**src/rtl/nibble_serial_addsub.sv**
```systemverilog
// Serial add/subtract unit: a wide operand pair is pushed through one 4-bit
// slice, least significant nibble first, with valid/ready handshakes on both sides.
module nibble_serial_addsub #(
    parameter int NIBBLES = 4
) (
    input  logic                   clk,
    input  logic                   rst_n,
    input  logic                   in_valid,
    output logic                   in_ready,
    input  logic [4*NIBBLES-1:0]   a,
    input  logic [4*NIBBLES-1:0]   b,
    input  logic                   sub,
    output logic                   out_valid,
    input  logic                   out_ready,
    output logic [4*NIBBLES-1:0]   result,
    output logic                   cout,
    output logic                   ovf,
    output logic                   zero
);

    localparam int W  = 4 * NIBBLES;
    localparam int IW = (NIBBLES > 1) ? $clog2(NIBBLES) : 1;
    localparam logic [IW-1:0] LAST_IDX = IW'(NIBBLES - 1);

    typedef enum logic [1:0] {
        IDLE,
        RUN,
        DONE
    } state_t;

    state_t state, state_next;

    logic [W-1:0]  a_q, b_q;
    logic          sub_q;
    logic          carry;
    logic [IW-1:0] idx;

    logic          accept, step, last;
    logic [IW+1:0] shamt;
    logic [3:0]    a_nib, b_nib;
    logic [4:0]    sum5;
    logic [W-1:0]  result_next;

    always_ff @(posedge clk or negedge rst_n) begin
        if (!rst_n) begin
            state <= IDLE;
        end else begin
            state <= state_next;
        end
    end

    always_comb begin
        state_next = state;
        in_ready   = 1'b0;
        out_valid  = 1'b0;
        accept     = 1'b0;
        step       = 1'b0;
        last       = 1'b0;
        case (state)
            IDLE: begin
                in_ready = 1'b1;
                if (in_valid) begin
                    accept     = 1'b1;
                    state_next = RUN;
                end
            end
            RUN: begin
                step = 1'b1;
                if (idx == LAST_IDX) begin
                    last       = 1'b1;
                    state_next = DONE;
                end
            end
            DONE: begin
                out_valid = 1'b1;
                if (out_ready) begin
                    state_next = IDLE;
                end
            end
            default: state_next = IDLE;
        endcase
    end

    // The active slice: B is inverted on subtract, the seeded carry supplies the +1.
    always_comb begin
        shamt       = {idx, 2'b00};
        a_nib       = 4'(a_q >> shamt);
        b_nib       = 4'(b_q >> shamt) ^ {4{sub_q}};
        sum5        = {1'b0, a_nib} + {1'b0, b_nib} + {4'b0000, carry};
        result_next = (result & ~(W'(4'hF) << shamt)) | (W'(sum5[3:0]) << shamt);
    end

    always_ff @(posedge clk or negedge rst_n) begin
        if (!rst_n) begin
            a_q    <= '0;
            b_q    <= '0;
            sub_q  <= 1'b0;
            carry  <= 1'b0;
            idx    <= '0;
            result <= '0;
            cout   <= 1'b0;
            ovf    <= 1'b0;
            zero   <= 1'b0;
        end else begin
            if (accept) begin
                a_q   <= a;
                b_q   <= b;
                sub_q <= sub;
                carry <= sub;
                idx   <= '0;
            end
            if (step) begin
                result <= result_next;
                carry  <= sum5[4];
                idx    <= idx + IW'(1);
            end
            // Flags see the complete result, including the nibble written this cycle.
            if (last) begin
                cout <= sub_q ^ sum5[4];
                ovf  <= (a_q[W-1] == (b_q[W-1] ^ sub_q)) & (result_next[W-1] != a_q[W-1]);
                zero <= (result_next == '0);
            end
        end
    end

endmodule

```
**config.mk**
```make
export PLATFORM = sky130hd
export DESIGN_NAME = nibble_serial_addsub
export DESIGN_NICKNAME = d
export VERILOG_FILES = /design/src/rtl/nibble_serial_addsub.sv
export SDC_FILE = /design/constraint.sdc
export NUM_CORES = 1
export LEC_CHECK = 0
export BUFFER_PORTS_ARGS = -buffer_cell sky130_fd_sc_hd__buf_4
export CAP_MARGIN = 0
export CORE_MARGIN = 2
export CORE_UTILIZATION = 54
export CTS_BUF_LIST = sky130_fd_sc_hd__clkbuf_4 sky130_fd_sc_hd__clkbuf_8 sky130_fd_sc_hd__clkbuf_16
export DETAILED_ROUTE_END_ITERATION = 8
export PLACE_DENSITY = 0.84
export REMOVE_ABC_BUFFERS = 1
export SLEW_MARGIN = 20
export SYNTH_ARGS = -nofsm -noshare
export SYNTH_HDL_FRONTEND = slang
export SYNTH_SLANG_ARGS = --single-unit
export TNS_END_PERCENT = 10
```
**constraint.sdc**
```tcl
create_clock -name clk -period 3.77 [get_ports clk]
set_clock_uncertainty 0.05 [all_clocks]
set_input_delay 0.1885 -clock clk [delete_from_list [all_inputs] [get_ports clk]]
set_output_delay 0.1885 -clock clk [all_outputs]
set_load 0.01 [all_outputs]
```
# [After elaboration in Yosys (flattened, before gate mapping)]
# Cells that the tools add are included.
[word_totals] in_bits=37 ff_bits=57
[classes] n_mux=15 n_bitwise=7 shifts=4 eq_ne=8 n_reduce_logical=4 add_sub_neg=3
[ops] cell="$shr 16x4->4" n=2
[ops] cell="$and 16x16->16" n=1
[ops] cell="$logic_not 16->1" n=1
[ops] cell="$not 16->16" n=1
[ops] cell="$or 16x16->16" n=1
[ops] cell="$shl 4x4->16" n=1
[ops] cell="$shl 4x4->16 const A" n=1
[ops] cell="$mux 2" n=5
[ops] cell="$mux 1" n=9
[ops] cell="$ne 2x2->1 const B" n=3
[ops] cell="$pmux 2 s3" n=1
[ops] cell="$add 4x4->5" n=1
[ops] cell="$add 5x1->5" n=1
[ops] cell="$eq 2x2->1 const B" n=2
[ops] cell="$xor 4x4->4" n=1
[ops] cell="$reduce_and 3->1" n=1
[ops] cell="$add 2x1->2 const B" n=1
[ops] cell="$eq 2x1->1 const B" n=1
[ops] cell="$logic_not 2->1" n=1
[ops] cell="$reduce_bool 2->1" n=1
[ops] cell="$xor 1x1->1" n=2
[ops] cell="$and 1x1->1" n=1
[ops] cell="$eq 1x1->1" n=1
[ops] cell="$ne 1x1->1" n=1

# [Depth between registers and ports, before layout]
[depth] depth_word=8 ltp_mapped=9 ltp_nobuf=8

# [Worst setup path after synthesis]
# OpenSTA, ideal clock, no wires.
[synth_path] path_kind="flip-flop to flip-flop" start="register idx[0]" end="register zero" path_buffers=1 synth_period_minus_slack_ps=2975 setup_slack_ps=795 setup_time_ps=110 arrival_ps=2814 path_stages_with_launch=10 cell_sequence="dfrtp_1 buf_2 mux4_2 xnor2_1 fa_1 fa_1 xnor2_1 nor2_1 o21ai_0 o41ai_1"
[synth_between] elab_chain_cells=7 word_cells_on_any_way=14 cone_classes="add/sub (2); eq/ne (1); shift (4); mux (2); bitwise (4); reduce/logical (1)"
[synth_rtl] element="start, declared" line="36" source="logic [IW-1:0] idx;"
[synth_rtl] element="start signal, assigned" line="115" source="idx <= idx + IW'(1);"
[synth_rtl] element="$shr 16x4->4" line="88" source="b_nib = 4'(b_q >> shamt) ^ {4{sub_q}};"
[synth_rtl] element="$xor 4x4->4" line="88"
[synth_rtl] element="$add 4x4->5" line="89" source="sum5 = {1'b0, a_nib} + {1'b0, b_nib} + {4'b0000, carry};"
[synth_rtl] element="$add 5x1->5" line="89"
[synth_rtl] element="$shl 4x4->16" line="90" source="result_next = (result & ~(W'(4'hF) << shamt)) | (W'(sum5[3:0]) << shamt);"
[synth_rtl] element="$or 16x16->16" line="90"
[synth_rtl] element="$logic_not 16->1" line="121" source="zero <= (result_next == '0);"
[synth_rtl] element="end signal, assigned" line="121"
[synth_rtl] element="end, declared" line="18" source="output logic zero"
# Several ways; a longest one is shown, not always the timed one.
# A chain may end at the register's enable or synchronous reset.

# [Final worst setup path]
# Ends and elaborated chain as after synthesis.

==> impl_metrics.json <==
{
  "initial_core_util_pct": 56.5,
  "crit_path_end_kind": "flip-flop",
  "placed_area_um2": 3180,
  "tightest_slew_ns": 0.696,
  "clk_pin_slew_ns": 0.06,
  "vias_per_cell": 5.57,
  "worst_slew_margin_rel_pct": 53.6,
  "synth_seq_area_share_pct": 52.8,
  "total_power_mw": 3.72,
  "drive_gt1_share_pct": 45.0,
  "synth_edf_count": 0,
  "crit_type": "reg2reg",
  "fp.dieArea_um2": 5590,
  "dp_hpwl_um": 3790,
  "synth_most_common_cell": "dfrtp_1",
  "synth_area_per_cell_um2": 13.9,
  "ys_dominant_reg_cell": "dfrtp_1",
  "synth_seq_cells": 57,
  "final_nets": 306,
  "rsz0062_at_grt": "false",
  "gp_congestion": 0.775,
  "routed_wl_um": 5310,
  "outcome": "finished, final reports clean",
  "dr.pass1.iters": 4,
  "final_cells": 329,
  "power_density_nw_per_um2": 1110,
  "setup_viol": 0,
  "arrival_ns": 3.18,
  "ant_nets": 0,
  "cts_root_buf": "clkbuf_8",
  "first_iter_violations": 99,
  "synthTopCellsByArea": "dfrtp_1 53%, mux2_2 14%, mux4_2 5.8%",
  "cp_data_required_time_ns": 3.95,
  "grt_max_degree": 58,
  "ir_drop_v": 0.000552,
  "area_growth_pct": 24.2,
  "wl_per_cell_um": 16.1,
  "fillers": 368,
  "synth_cell_types": 37,
  "drc": 0,
  "chipWidth_um": 74.8,
  "worstSetupStartpointType": "flip-flop",
  "grt_pass1_vias": 1967,
  "grt_pass1_wl_um": 9130,
  "timing.fmax_ghz": 0.334,
  "antenna_cells": 0,
  "dp_cells": 314,
  "holdWs_ns": 0.0282,
  "slew_violations": 0,
  "num_vias": 1834,
  "synth_top_area_cell": "dfrtp_1",
  "cts_tree": "done",
  "tns_ns": 0,
  "cp_max_fo": 6,
  "track_usage_pct": 22.3,
  "cts_htree_levels": 3,
  "yosys_warnings": 0,
  "hp-class": "in2reg",
  "syn_inst": 195,
  "synth_area_um2": 2700,
  "num_io_pins": 58,
  "numCtsBuffers": 9,
  "final_area_um2": 3360,
  "clock_path_buffers": 2,
  "rows": 25,
  "grt_overflow": 0,
  "fp.dieH_um": 74.8,
  "cts_setup_buffers": 0,
  "total_leakage_power_nw": 1.53,
  "io_buffer_count": 57,
  "synthTopCellsByCount": "57 x dfrtp_1, 33 x mux2_2, 10 x nand2_1",
  "async_reset_ff_share_pct": 100,
  "min_period_ns": 3.00,
  "clock_sinks": 57,
  "hold_viol_final": 0,
  "synth_top_area_share_pct": 52.8,
  "cap_viol_max_count": 0,
  "core_um2": 4790,
  "antenna_found_initial": 0,
  "clk_latency_ns": 0.34,
  "timing.final.crit_share_pct": 79.5
}
-- metrics by stage --
stage	util (%)	setup slack (ns)
2_1_floorplan	-	0.0422
3_3_place_gp	66.5	0.867
3_5_place_dp	66.5	0.794
4_1_cts	70.2	0.764
5_1_grt	70.2	0.599
6_report	70.2	0.772
-- report_power, final --
group / leakage (nW) / switching, mW / internal [mW]
Sequential: 0.687 / 0.219 / 0.926
Clock: 0.0850 / 0.222 / 0.259
Combinational: 0.756 / 1.08 / 1.01
Total: 1.53 / 1.52 / 2.20
-- cells in the final DEF, fill, tap and decap left out, types with 4 or more instances in the layout --
master / n
mux4_2: 7
ha_1: 7
buf_4: 61
clkbuf_8: 10
dfrtp_1: 57
a22o_1: 8
inv_1: 7
a32o_1: 8
xor2_1: 5
mux2_2: 33
nor2_1: 8
o21ai_0: 4
nand2_1: 10
-- worst max-delay path, stage by stage, from the launching register on --
cell	delay, ns
dfrtp_1	0.52
mux4_2	0.56
xnor2_1	0.15
fa_1	0.45
fa_1	0.44
xnor2_1	0.23
nor2_1	0.13
o21ai_0	0.08
o41ai_1	0.29
-- cell type report --
cell class | instances | area, um2 | share of cell area [%]
clock buffers | 12 | 153 | 4.55
clock inverters | 1 | 5.00 | 0.149
inverters | 8 | 30.0 | 0.894
multi-input cells | 121 | 1180 | 35.2
flip-flops and latches | 57 | 1430 | 42.5
well taps | 67 | 83.8 | 2.50
repair buffers | 63 | 478 | 14.2
-- cell families after synthesis --
group | Yosys count | share of synthesized area, %
AOI/OAI and AO/OA | 33 | 10.4
muxes | 41 | 20.5
adders and majority gates | 9 | 4.72
xor gates and xnor gates | 7 | 2.27
buffers and inverters | 17 | 3.70
DFF | 57 | 52.8
and+or+nand+nor | 31 | 5.65
-- path summary, 6_finish.rpt --
path / depth (start not counted) / start / endpoint / slack, ns
setup / recovery: 8 / idx[0] / zero / 0.77
hold / removal: 2 / a[8] / a_q[8] / 0.03
setup reg to reg: 8 / idx[0] / zero / 0.77
hold reg to reg: 2 / zero / zero / 0.45
max in group asynchronous: 2 / rst_n / zero / 2.82
min in group asynchronous: 2 / rst_n / state[1] / 0.38
-- layer usage --
layer	up-vias	part of all wire, %	track usage (%)
met5	-	0	0
met4	0	2.7	11.9
met3	14	5.0	6.16
met2	59	48	34.6
met1	903	44	28.7
li1	858	-	-
-- timing repair --
item | 4_1_cts | 5_1_grt
gates resized for setup | 0 | 0
hold buffers | 2 | 0
endpoints found under the hold margin | 58 | 0
-- state kept, by name (all words and copies together) (netlist names) --
register	count
ovf	1
zero	1
idx	2
carry	1
b_q	16
state	2
a_q	16
cout	1
sub_q	1
result	16
(Power assumes the default switching activity.)
